--- config.mk ---
export PLATFORM = sky130hd
export DESIGN_NAME = unified_mem_arbiter
export DESIGN_NICKNAME = d
export VERILOG_FILES = /design/src/rtl/unified_mem_arbiter.sv
export SDC_FILE = /design/constraint.sdc
export NUM_CORES = 1
export LEC_CHECK = 0
export BUFFER_PORTS_ARGS = -buffer_cell sky130_fd_sc_hd__buf_4
export CAP_MARGIN = 20
export CORE_UTILIZATION = 47
export DETAILED_ROUTE_END_ITERATION = 6
export GPL_ROUTABILITY_DRIVEN = 0
export PLACE_DENSITY = 0.83
export RECOVER_POWER = 100
export SYNTH_ARGS = -nofsm -noshare
export SYNTH_HDL_FRONTEND = slang
export SYNTH_SLANG_ARGS = --single-unit
export TNS_END_PERCENT = 30
--- constraint.sdc ---
create_clock -name clk -period 1.9 [get_ports clk]
set_input_delay 0.285 -clock clk [delete_from_list [all_inputs] [get_ports clk]]
set_output_delay 0.285 -clock clk [all_outputs]
set_load 0.005 [all_outputs]
--- src/rtl/unified_mem_arbiter.sv ---
// unified_mem_arbiter: arbitrates one single-ported unified RAM between the
// IF stage (read-only) and the MEM stage (read/write). Each access runs
// IDLE -> BUSY -> RESP; BUSY waits for ram_ready. MEM normally wins, but IF is
// forced after MAX_MEM_STREAK consecutive MEM grants that kept IF waiting.
// Optional feature: define MEM_TIMEOUT_EN to abort a BUSY access after
// TIMEOUT cycles (rdata all ones, sticky err).
module unified_mem_arbiter #(
    parameter int AW             = 32,
    parameter int DW             = 32,
    parameter int MAX_MEM_STREAK = 4,
    parameter int TIMEOUT        = 64
) (
    input  logic          clk,
    input  logic          rst_n,
    input  logic          if_req,
    input  logic [AW-1:0] if_addr,
    output logic [DW-1:0] if_rdata,
    output logic          if_done,
    input  logic          mem_req,
    input  logic          mem_we,
    input  logic [AW-1:0] mem_addr,
    input  logic [DW-1:0] mem_wdata,
    output logic [DW-1:0] mem_rdata,
    output logic          mem_done,
    output logic          stall_if,
    output logic          stall_mem,
    output logic          ram_en,
    output logic          ram_we,
    output logic [AW-1:0] ram_addr,
    output logic [DW-1:0] ram_wdata,
    input  logic [DW-1:0] ram_rdata,
    input  logic          ram_ready,
    output logic          err
);

    typedef enum logic [1:0] {IDLE, BUSY, RESP} state_t;

    localparam int SW = $clog2(MAX_MEM_STREAK + 1);

    state_t        state_q;
    logic [SW-1:0] streak_q;
    logic          owner_mem_q;
    logic [DW-1:0] if_rdata_q, mem_rdata_q;
    logic          if_done_q, mem_done_q;
    logic          ram_en_q, ram_we_q;
    logic [AW-1:0] ram_addr_q;
    logic [DW-1:0] ram_wdata_q;
    logic          grant_mem_d;
    logic [SW-1:0] streak_d;
    logic [DW-1:0] rd_capture_d;

`ifdef MEM_TIMEOUT_EN
    localparam int CW = $clog2(TIMEOUT + 1);
    logic [CW-1:0] busy_cnt_q;
    logic          err_q;
    assign err = err_q;
`else
    assign err = 1'b0;
`endif

    // MEM (older instruction) wins unless it has already starved IF for the full streak
    always_comb begin
        grant_mem_d = mem_req & (~if_req | (streak_q != SW'(MAX_MEM_STREAK)));
        streak_d    = '0;
        if (grant_mem_d && if_req && streak_q != SW'(MAX_MEM_STREAK))
            streak_d = streak_q + SW'(1);
        // a completed write returns zero on the load bus
        rd_capture_d = ram_we_q ? '0 : ram_rdata;
    end

    // Access sequencer: every RAM-side and response output is a register of this FSM
    always_ff @(posedge clk or negedge rst_n) begin
        if (!rst_n) begin
            state_q     <= IDLE;
            streak_q    <= '0;
            owner_mem_q <= 1'b0;
            if_rdata_q  <= '0;
            mem_rdata_q <= '0;
            if_done_q   <= 1'b0;
            mem_done_q  <= 1'b0;
            ram_en_q    <= 1'b0;
            ram_we_q    <= 1'b0;
            ram_addr_q  <= '0;
            ram_wdata_q <= '0;
`ifdef MEM_TIMEOUT_EN
            busy_cnt_q  <= '0;
            err_q       <= 1'b0;
`endif
        end else begin
            case (state_q)
                IDLE: begin
                    // streak_d is zero whenever if_req is low or IF gets the grant
                    streak_q <= streak_d;
                    if (if_req || mem_req) begin
                        state_q     <= BUSY;
                        ram_en_q    <= 1'b1;
                        owner_mem_q <= grant_mem_d;
`ifdef MEM_TIMEOUT_EN
                        busy_cnt_q  <= CW'(1);
`endif
                        if (grant_mem_d) begin
                            ram_we_q    <= mem_we;
                            ram_addr_q  <= mem_addr;
                            ram_wdata_q <= mem_wdata;
                        end else begin
                            ram_we_q    <= 1'b0;
                            ram_addr_q  <= if_addr;
                            ram_wdata_q <= '0;
                        end
                    end
                end
                BUSY: begin
                    if (ram_ready) begin
                        state_q  <= RESP;
                        ram_en_q <= 1'b0;
                        ram_we_q <= 1'b0;
                        if (owner_mem_q) begin
                            mem_rdata_q <= rd_capture_d;
                            mem_done_q  <= 1'b1;
                        end else begin
                            if_rdata_q  <= rd_capture_d;
                            if_done_q   <= 1'b1;
                        end
                    end
`ifdef MEM_TIMEOUT_EN
                    else if (busy_cnt_q == CW'(TIMEOUT)) begin
                        state_q  <= RESP;
                        ram_en_q <= 1'b0;
                        ram_we_q <= 1'b0;
                        err_q    <= 1'b1;
                        if (owner_mem_q) begin
                            mem_rdata_q <= '1;
                            mem_done_q  <= 1'b1;
                        end else begin
                            if_rdata_q  <= '1;
                            if_done_q   <= 1'b1;
                        end
                    end else begin
                        busy_cnt_q <= busy_cnt_q + CW'(1);
                    end
`endif
                end
                RESP: begin
                    if_done_q  <= 1'b0;
                    mem_done_q <= 1'b0;
                    state_q    <= IDLE;
                end
                default: state_q <= IDLE;
            endcase
        end
    end

    assign if_rdata  = if_rdata_q;
    assign mem_rdata = mem_rdata_q;
    assign if_done   = if_done_q;
    assign mem_done  = mem_done_q;
    assign ram_en    = ram_en_q;
    assign ram_we    = ram_we_q;
    assign ram_addr  = ram_addr_q;
    assign ram_wdata = ram_wdata_q;
    assign stall_if  = if_req & ~if_done_q;
    assign stall_mem = mem_req & ~mem_done_q;

endmodule

==> results.sh <==
export IMPL_cts_tree="yes"
export IMPL_grt_max_degree=66
export IMPL_cts_max_path_buffers=2
export IMPL_cts_clk_slew_worst_paths_ns=0.05
export IMPL_pwr_share_comb_pct=38.4
export IMPL_slowest_stage="dfrtp_1"
export IMPL_overflow=0
export IMPL_synth_top_area_share_pct=57.98
export IMPL_final_antenna_net_count=0
export IMPL_cp_start_kind="flop"
export IMPL_ys_seq_area_share_pct=57.98
export IMPL_area_growth_pct=41.87
export IMPL_ys_top_cells_by_area="dfrtp_1, o221ai_2, o21ai_1"
export IMPL_p_per_area_nw_per_um2=1566
export IMPL_arrival_ns=1.99
export IMPL_drt_wl_total_um=16130
export IMPL_viasPerCell=5.327
export IMPL_rows=40
export IMPL_worst_clock_skew_ns=0.007293
export IMPL_rr_startpoint="streak_q[0]"
export IMPL_synth_edf_count=0
export IMPL_cp_end_kind="flop"
export IMPL_setup_tns_ns=0
export IMPL_rsz0062_at_grt="no"
export IMPL_grt_pass1_vias=5244
export IMPL_die_h_um=114.6
export IMPL_cap_violations=0
export IMPL_r2r_end="ram_we"
export IMPL_max_clock_freq_mhz=588.5
export IMPL_cts_repair_resized=0
export IMPL_whs_path_depth=2
export IMPL_yosysWarnings=0
export IMPL_antenna_found_initial=0
export IMPL_r2r_cells=6
export IMPL_dp_hpwl_um=11610
export IMPL_grt_first_pass_wirelength_um=25430
export IMPL_clkLatencyLatePin_ns=0.41
export IMPL_crit_required_ns=2.19
export IMPL_vias=5215
export IMPL_finalNonFillerCells=979
export IMPL_hold_start="mem_wdata[0]"
export IMPL_dp_cells=948
export IMPL_crit_fanout=34
export IMPL_ys_ff_latch=138
export IMPL_rrSetupSlack_ns=0.20
export IMPL_cts_made_buffers=17
export IMPL_min_to="ram_wdata[0]"
export IMPL_fin_hold_ws_ns=0.08930
export IMPL_finalMaxSlewViolations=0
export IMPL_worst_slew_pin_slew_ns=1.279
export IMPL_syn_cell_area_um2=5956
export IMPL_setup_ws_ns=0.2008
export IMPL_fin_crit_ns=1.699
export IMPL_worstPathCellList="inv_1, ha_1, nand3_1, and3_1, clkbuf_4, a32o_1"
export IMPL_finalSetupViolCount=0
export IMPL_hold_path_class="in2reg"
export IMPL_syn_inst=549
export IMPL_drc=0
export IMPL_syn_area_per_cell_um2=10.85
export IMPL_synth_common_cells="dfrtp_1, nand2_1, o21ai_1"
export IMPL_leakage_nw=4.153
export IMPL_initial_core_util_pct=48.97
export IMPL_syn_nets=685
export IMPL_synth_async_reset_ratio_pct=100.0
export IMPL_port_buffers=267
export IMPL_grtUsageTotal_pct=25.30
export IMPL_post_drt_wl_per_cell_um=16.47
export IMPL_cell_internal_pwr_w=0.008826
export IMPL_switching_share_pct=33.28
export IMPL_synth_top_area_cell="dfrtp_1"
export IMPL_cpLargestDelayFamily="flip-flops"
export IMPL_clock_power_share_pct=23.6
export IMPL_hold_viol=0
export IMPL_yosysMostFrequentCell="dfrtp_1"
export IMPL_synth_ff_type="dfrtp_1"
export IMPL_path_class="reg2reg"
export IMPL_drt_iter0_markers=396
export IMPL_die_area_um2=13130
export IMPL_coreArea_um2=12160
export IMPL_nNetsFinal=936
export IMPL_slew_limit_headroom_pct=14.71
export IMPL_cp_num_buf_inv=2
export IMPL_drive_above_1_share_pct=37.24
export IMPL_pwr_share_seq_pct=38.0
export IMPL_diodes=0
export IMPL_switching_power_w=0.004403
export IMPL_die_x_um=114.6
export IMPL_io_pins=269
export IMPL_first_pass_iters=7
export IMPL_slowest_delay_ns=0.39
export IMPL_synth_distinct_cells=30
export IMPL_h_tree_depth=4
export IMPL_cts_root_buf="clkbuf_16"
export IMPL_finalCritPeriodShare_pct=89.43
export IMPL_cts_sinks=138
export IMPL_irDropWorstVdd_mv=0.8243
export IMPL_outcome="completed"
export IMPL_pre_cts_ws_ns=0.2235
==> how the worst max path moves through the flow <==
stage                         endpoint  cells after the start   startpoint  slack (ns)
after floorplan           ram_wdata[2]                      7  streak_q[0]        0.36
after global placement    ram_addr[31]                      4      mem_req        0.28
after detailed placement   ram_addr[0]                      4      mem_req        0.22
after CTS                 if_rdata[22]                      4   state_q[0]        0.28
after global routing      if_rdata[22]                      4   state_q[1]        0.07
final                           ram_we                      6  streak_q[0]        0.20
==> flip-flops by register name, summed over array words and instances, names as in the netlist <==
name / count
if_done: 1
if_rdata: 32
mem_done: 1
mem_rdata: 32
owner_mem_q: 1
ram_addr: 32
ram_en: 1
ram_wdata: 32
ram_we: 1
state_q: 2
streak_q: 3
==> area by class of cell <==
cell class / instances / area (um^2)
tap: 168 / 210.2
multi-input combinational: 323 / 1989
inverter: 37 / 138.9
timing repair buffer: 283 / 2097
fill: 947 / 3712
clock buffer: 22 / 464.2
clock inverter: 8 / 96.34
sequential: 138 / 3453
==> layout by cell type (no fill, tap or decap), drive strengths merged <==
master and count:
a21o 1, a22o 32, a311oi 1, a32o 1
and2 3, and3 1, buf 145, bufinv 2
clkbuf 159, clkinv 5, clkinvlp 1, conb 1
dfrtp 138, dlygate4sd3 1, ha 2, inv 37
nand2 72, nand2b 34, nand3 33, nand3b 1
nand4 35, nand4b 1, nand4bb 1, nor2 1
nor2b 2, o21ai 68, o221ai 32, or2 1
==> cells by family after synthesis <==
family                   synth area share, %
adder cells (fa/ha/maj)               0.4201
other                                0.06296
buffers and inverters                  6.870
flip-flops                             57.98
AO/OA/AOI/OAI                          18.72
AND/OR/NAND/NOR                        15.95
==> power groups by stage <==
| stage | sequential, W | clock [W] | combinational, W |
|---|---|---|---|
| floorplan | 0.00505 | 0 | 0.00283 |
| global placement | 0.00503 | 0 | 0.00551 |
| detailed placement | 0.00508 | 0 | 0.00574 |
| CTS | 0.00506 | 0.00317 | 0.00575 |
| global route | 0.00516 | 0.00331 | 0.00564 |
| finish | 0.00503 | 0.00312 | 0.00508 |
==> through the flow <==
step / power, W / instance area, um^2 / util [%]
2_1_floorplan: 0.007873 / 5956 / -
3_3_place_gp: 0.01053 / 8125 / 66.81
3_5_place_dp: 0.01082 / 8125 / 66.81
4_1_cts: 0.01398 / 8696 / 71.50
5_1_grt: 0.01411 / 8449 / 69.48
6_report: 0.01323 / 8449 / 69.48
==> metal layers <==
metal / part of all wire, % / GRT usage [%] / up-vias
met5: 0 / 0 / -
met3: 6.1 / 6.035 / 49
li1: - / - / 2437
met2: 50 / 43.27 / 258
met4: 3.6 / 13.42 / 0
met1: 40 / 29.55 / 2471
==> timing repair <==
action | CTS | global route
hold endpoints to repair | 45 | 0
buffers inserted | 0 | 0
hold buffers | 1 | 0
Power figures use the tool's default switching activity.
